<file path="src/rtl/shift_tx_ctrl_pkg.sv">
// Shared types and defaults for the serial transmit sequencer and its shift datapath.
package shift_ctrl_pkg;

    typedef enum logic [1:0] {
        IDLE,
        SHIFT,
        GAP
    } state_t;

    localparam int DEF_WIDTH = 4;
    localparam int DEF_GAP   = 1;

endpackage

</file>
<file path="src/rtl/shift_tx_ctrl_if.sv">
// Producer-facing handshake plus serial-side outputs of the transmit sequencer.
interface shift_tx_ctrl_if
    import shift_ctrl_pkg::*;
#(
    parameter int WIDTH = DEF_WIDTH
) ();

    logic [WIDTH-1:0] data_i;
    logic             valid_i;
    logic             ready_o;
    logic             en_i;
    logic             ser_o;
    logic             ser_valid_o;
    logic             frame_o;
    logic             busy_o;
    logic             done_o;

    // The controller is the slave: it consumes words and produces the serial stream.
    modport slave (
        input  data_i,
        input  valid_i,
        input  en_i,
        output ready_o,
        output ser_o,
        output ser_valid_o,
        output frame_o,
        output busy_o,
        output done_o
    );

    modport master (
        output data_i,
        output valid_i,
        output en_i,
        input  ready_o,
        input  ser_o,
        input  ser_valid_o,
        input  frame_o,
        input  busy_o,
        input  done_o
    );

endinterface

</file>
<file path="src/rtl/shift_tx_ctrl_core.sv">
// Loadable parallel-in/serial-out register; a load beats a shift in the same cycle.
module shift_core #(
    parameter int WIDTH = 4
) (
    input  logic             clk,
    input  logic             reset,
    input  logic             load_i,
    input  logic [WIDTH-1:0] d_i,
    input  logic             shift_i,
    output logic [WIDTH-1:0] sr_o
);

    logic [WIDTH-1:0] sr;

    always_ff @(posedge clk) begin
        if (reset) begin
            sr <= '0;
        end else if (load_i) begin
            sr <= d_i;
        end else if (shift_i) begin
            sr <= {sr[WIDTH-2:0], 1'b0};
        end
    end

    assign sr_o = sr;

endmodule

</file>
<file path="src/rtl/shift_tx_ctrl.sv">
// Frame sequencer: accepts a word, shifts it out MSB-first under en_i, then holds an idle gap.
module shift_tx_ctrl
    import shift_ctrl_pkg::*;
#(
    parameter int WIDTH      = DEF_WIDTH,
    parameter int GAP_CYCLES = DEF_GAP
) (
    input  logic           clk,
    input  logic           reset,
    shift_tx_ctrl_if.slave bus
);

    localparam int               CNT_W    = $clog2(WIDTH);
    localparam logic [CNT_W-1:0] CNT_LAST = CNT_W'(WIDTH - 1);
    localparam logic [3:0]       GAP_LOAD = (GAP_CYCLES > 0) ? 4'(GAP_CYCLES - 1) : 4'd0;

    state_t           state;
    state_t           state_nxt;
    logic [CNT_W-1:0] cnt;
    logic [CNT_W-1:0] cnt_nxt;
    logic [3:0]       gap_cnt;
    logic [3:0]       gap_nxt;
    logic             done_q;
    logic             done_nxt;
    logic             load;
    logic             shift;
    logic             accept;
    logic             in_shift;
    logic [WIDTH-1:0] sr;
    logic             unused_sr_low;

    shift_core #(
        .WIDTH(WIDTH)
    ) u_core (
        .clk    (clk),
        .reset  (reset),
        .load_i (load),
        .d_i    (bus.data_i),
        .shift_i(shift),
        .sr_o   (sr)
    );

    // Only the MSB leaves the block; the lower bits just ride along inside the core.
    assign unused_sr_low = ^sr[WIDTH-2:0];

    always_ff @(posedge clk) begin
        if (reset) begin
            state   <= IDLE;
            cnt     <= '0;
            gap_cnt <= '0;
            done_q  <= 1'b0;
        end else begin
            state   <= state_nxt;
            cnt     <= cnt_nxt;
            gap_cnt <= gap_nxt;
            done_q  <= done_nxt;
        end
    end

    assign accept = bus.valid_i && bus.ready_o;

    always_comb begin
        state_nxt = state;
        cnt_nxt   = cnt;
        gap_nxt   = gap_cnt;
        done_nxt  = 1'b0;
        load      = 1'b0;
        shift     = 1'b0;
        case (state)
            IDLE: begin
                if (accept) begin
                    load      = 1'b1;
                    cnt_nxt   = CNT_LAST;
                    state_nxt = SHIFT;
                end
            end
            SHIFT: begin
                if (bus.en_i) begin
                    shift = 1'b1;
                    if (cnt == '0) begin
                        done_nxt = 1'b1;
                        if (GAP_CYCLES > 0) begin
                            state_nxt = GAP;
                            gap_nxt   = GAP_LOAD;
                        end else begin
                            state_nxt = IDLE;
                        end
                    end else begin
                        cnt_nxt = cnt - 1'b1;
                    end
                end
            end
            GAP: begin
                // gap_cnt counts the remaining idle cycles after this one.
                if (gap_cnt == 4'd0) begin
                    state_nxt = IDLE;
                end else begin
                    gap_nxt = gap_cnt - 4'd1;
                end
            end
            default: begin
                state_nxt = IDLE;
            end
        endcase
    end

    // Outputs are gated by reset so nothing leaks while reset is held.
    assign in_shift        = (state == SHIFT) && !reset;
    assign bus.ready_o     = (state == IDLE) && !reset;
    assign bus.busy_o      = (state != IDLE) && !reset;
    assign bus.ser_o       = in_shift && sr[WIDTH-1];
    assign bus.ser_valid_o = in_shift && bus.en_i;
    assign bus.frame_o     = in_shift && bus.en_i && (cnt == CNT_LAST);
    assign bus.done_o      = done_q;

endmodule
</file>
<file path="src/flat_wrapper.sv">
// flat-port wrapper written by rule: the top's interface ports become plain ports
module shift_tx_ctrl_flat import shift_ctrl_pkg::*;
#(
    parameter int WIDTH      = DEF_WIDTH,
    parameter int GAP_CYCLES = DEF_GAP
)
  (clk, reset, bus_data_i, bus_valid_i, bus_en_i, bus_ready_o, bus_ser_o, bus_ser_valid_o, bus_frame_o, bus_busy_o, bus_done_o);
  shift_tx_ctrl_if #(.WIDTH(WIDTH)) bus_i ();
  input  logic clk;
  input  logic reset;
  input wire logic [$bits(bus_i.data_i)-1:0] bus_data_i;
  input wire logic [$bits(bus_i.valid_i)-1:0] bus_valid_i;
  input wire logic [$bits(bus_i.en_i)-1:0] bus_en_i;
  output wire logic [$bits(bus_i.ready_o)-1:0] bus_ready_o;
  output wire logic [$bits(bus_i.ser_o)-1:0] bus_ser_o;
  output wire logic [$bits(bus_i.ser_valid_o)-1:0] bus_ser_valid_o;
  output wire logic [$bits(bus_i.frame_o)-1:0] bus_frame_o;
  output wire logic [$bits(bus_i.busy_o)-1:0] bus_busy_o;
  output wire logic [$bits(bus_i.done_o)-1:0] bus_done_o;
  assign bus_i.data_i = bus_data_i;
  assign bus_i.valid_i = bus_valid_i;
  assign bus_i.en_i = bus_en_i;
  assign bus_ready_o = bus_i.ready_o;
  assign bus_ser_o = bus_i.ser_o;
  assign bus_ser_valid_o = bus_i.ser_valid_o;
  assign bus_frame_o = bus_i.frame_o;
  assign bus_busy_o = bus_i.busy_o;
  assign bus_done_o = bus_i.done_o;
  shift_tx_ctrl #(.WIDTH(WIDTH), .GAP_CYCLES(GAP_CYCLES)) u_core (.clk(clk), .reset(reset), .bus(bus_i));
endmodule
</file>
<file path="config.mk">
export PLATFORM = sky130hd
export DESIGN_NAME = shift_tx_ctrl_flat
export DESIGN_NICKNAME = d
export VERILOG_FILES = /design/src/rtl/shift_tx_ctrl_pkg.sv /design/src/rtl/shift_tx_ctrl_if.sv /design/src/rtl/shift_tx_ctrl_core.sv /design/src/rtl/shift_tx_ctrl.sv /design/src/flat_wrapper.sv
export SDC_FILE = /design/constraint.sdc
export NUM_CORES = 1
export LEC_CHECK = 0
export ABC_AREA = 1
export BUFFER_PORTS_ARGS = -buffer_cell sky130_fd_sc_hd__buf_2
export CORE_MARGIN = 3
export CORE_UTILIZATION = 55
export CTS_BUF_LIST = sky130_fd_sc_hd__clkbuf_2 sky130_fd_sc_hd__clkbuf_4 sky130_fd_sc_hd__clkbuf_8
export DETAILED_ROUTE_END_ITERATION = 8
export PLACE_DENSITY = 0.86
export SYNTH_ARGS = -nofsm -noshare
export SYNTH_HDL_FRONTEND = slang
export SYNTH_SLANG_ARGS = --single-unit
</file>
<file path="constraint.sdc">
create_clock -name clk -period 3 [get_ports clk]
set_input_delay 0.45 -clock clk [delete_from_list [all_inputs] [get_ports clk]]
set_output_delay 0.45 -clock clk [all_outputs]
set_load 0.02 [all_outputs]
</file>
==> impl_summary.txt <==
----------------------------------------------------
[Worst setup path]
  Cell at the slowest stage of the critical path ... dfxtp_1
  Crit Reg-Reg Endpoint ... u_core.gap_cnt[0]
  Path depth of the worst reg2reg path ... 9
  Startpoint type of the worst setup path ... flop
  Startpoint of the worst-slack reg-to-reg timing path ... u_core.gap_cnt[0]
  Data arrival at the endpoint of the critical path ... 1.41 ns
  Type of element capturing the critical path ... primary output
  Critical path required time ... 2.55 ns
  Ordered cell list for the critical path ... inv_2 > nor2_4 > nand2_4 > nor3b_1 > buf_2
  Category of the critical setup timing path ... reg2out
  Worst setup slack for register-to-register paths ... 1.73 ns
  Largest incremental delay on the critical path ... 0.42 ns
  Critical-path maximum fanout ... 8

[STA]
  Least-Margin Pin Slew ... 0.275 ns
  Worst hold margin ... 0.436 ns
  Worst Clk Skew ... 0.00470 ns
  Final max-slew violation count ... 0
  Max Clk Rate ... 538 MHz
  Hold violation count in the final report ... 0
  Share of the cycle needed by the critical path after routing ... 62.0%
  Shortest period the worst path allows ... 1.86 ns
  Worst rel slew slack ... 81.6%
  Unrepaired setup endpoints after global routing ... false
  Setup TNS ... 0 ns
  Final setup violating endpoints ... 0

[CTS]
  TritonCTS clock tree ... yes
  Post-CTS Hold Buffers ... 0
  Number of buffers on the longest clock path ... 2
  CTS Buf Count ... 3
  H-tree lvl count ... 1
  CTS-repair resized insts ... 0
  # Post-CTS Setup Buffers ... 0
  Cell at the root of the clock tree ... clkbuf_4
  Number of clock sinks ... 13
  Clk_lat worst skew ... 0.27 ns
  CTS clock-pin slew for the worst setup and hold paths ... 0.08 ns

[Route]
  Vias per Instance ... 5.01
  Final WL ... 1470 µm
  Vias after detailed routing ... 716
  Antenna viol nets, final ... 0
  Iter 0 DRT Violations ... 15
  Wire length per cell after detailed routing ... 10.3 µm
  First-pass iteration count of the detailed router ... 4
  Final routed DRC violation total ... 0

[Synthesis]
  Count of cell types in the netlist ... 18
  Yosys reg bits ... 13
  Mean cell area of the mapped netlist ... 6.54 µm²
  Post-Syn Instances ... 113
  Top cells by instance count after synthesis ... nand2_1 (26), nor2_1 (18), inv_1 (17)
  Main flop type after synthesis ... dfxtp_1
  Number of warnings issued by yosys ... 0
  Cells taking the most area after synthesis ... dfxtp_1 (35%), nand2_1 (13%), nor2_1 (9.1%), inv_1 (8.6%), nand3_1 (7.4%)
  Number of enable flip-flop cells after synthesis ... 0
  Most area-hungry cell type in the Yosys netlist ... dfxtp_1
  Post-synthesis instance area ... 739 µm²
  Async set-or-reset flop fraction in the synthesized netlist ... 0%
  Sequential share of the synthesized area ... 35.2%
  Post-synthesis net count ... 124
  Most frequent cell after synthesis ... nand2_1
  Share of Yosys cell area claimed by the top area cell type ... 35.2%

[Floorplan]
  Die Wd ... 42.7 µm
  Area of the die ... 1820 µm²
  Initial standard-cell utilization of the core ... 62.3%
  Number of I/O pins ... 14
  Chip height ... 42.7 µm
  Site Rows ... 12
  Core area ... 1190 µm²

[Final layout]
  ANT cells ... 0
  Final net count ... 141
  Share of layout cells above drive strength 1 ... 21.7%
  Post-Route Utilization ... 71.5%
  Area growth syn-to-layout ... 14.7%

[Outcome]
  Status ... complete, no violations

[Worst hold path]
  Worst Hold Class ... in2reg
  Count of cells along the worst hold path ... 3
  Source of the worst hold timing path ... bus_data_i[2]
  Terminating pin of the worst hold path ... u_core.u_core.sr_o[2]

[Pwr]
  Total power ... 413 µW
  Power density normalized to cell area ... 487 nW/µm²
  Cell leakage power ... 0.000449 µW
  Peak supply drop ... 0.000333 V

[Placement]
  # port buffers ... 13
  Gpl congestion ... 0.858
  DP HPWL ... 1190 µm

[Global route]
  Global-route usage over all layers ... 18.5%
  Number of global-route vias before repair ... 641
  Leftover overflow at the end of global routing ... 0
  Maximum number of pins on one net before global-route repair ... 16
  Global-route wire length before repair ... 2600 µm
  Number of antenna violations at the first check in global routing ... 0

[Job]
  Number of maximum-capacitance violations ... 0

----------------------------------------------------
==> worst max path at each step <==
stage                               start  depth (start not counted)           to
after floorplan           u_core.state[0]                          4  bus_frame_o
after global placement    u_core.state[0]                          5  bus_frame_o
after detailed placement  u_core.state[0]                          5  bus_frame_o
after CTS                 u_core.state[0]                          5  bus_frame_o
after global routing      u_core.state[0]                          5  bus_frame_o
final                     u_core.state[0]                          5  bus_frame_o
==> cells by family after synthesis <==
group,synth area share [%]
DFF,35.2
adders and majority gates,5.08
AOI/OAI and AO/OA,6.09
buffers and inverters,10.7
and+or+nand+nor,43.0
==> placed cells by master (no fill, tap or decap), types with 2 or more instances in the layout <==
cell type	n
nand2_1	26
nor2_1	18
inv_1	17
buf_2	13
dfxtp_1	13
nand3_1	11
nor3_1	4
clkbuf_4	4
inv_2	3
nand2_4	3
a21oi_1	3
nand2_2	3
ha_1	3
o21ai_0	2
a31oi_1	2
==> stage by stage <==
stage          instance area [µm²]  std cells  setup WS [ns]
2_1_floorplan                  739        113           1.33
3_3_place_gp                   818        139           1.46
3_5_place_dp                   818        139           1.42
4_1_cts                        848        143           1.11
5_1_grt                        848        143          0.978
6_report                       848        143           1.14
==> state kept, by name, summed over array words and instances (netlist names) <==
| register | cells |
|---|---|
| u_core.gap_cnt | 4 |
| u_core.state | 2 |
| u_core.u_core.sr_o | 4 |
| u_core.bus.done_o | 1 |
| u_core.cnt | 2 |
==> critical path: cells and delay by family, from the launching register on <==
kind | cells | cell delay [ns]
flip-flops | 1 | 0.42
AND/OR/NAND/NOR | 3 | 0.45
buffers and inverters | 2 | 0.27
==> power breakdown <==
| part | internal [µW] | leakage (µW) | total (µW) | switching, µW |
|---|---|---|---|---|
| sequential | 187 | 0.000106 | 197 | 10.1 |
| clock | 60.6 | 0.0000184 | 115 | 54.1 |
| combinational | 36.2 | 0.000325 | 102 | 65.7 |
| total | 283 | 0.000449 | 413 | 130 |
==> layer usage <==
metal  up-vias  track usage [%]  share of wire (%)
li1        379                -                  -
met1       314             22.5                 48
met2        18             31.1                 46
met3         5             2.54                4.4
met4         0             9.32                2.3
met5         -                0                  0
==> final cells by class <==
class,instances,area [µm²]
multi-input combinational,79,400
fill,107,338
sequential,13,260
inverter,20,75.1
timing repair buffer,13,65.1
clock buffer,4,30.0
tap,14,17.5
(Power assumes the default switching activity.)
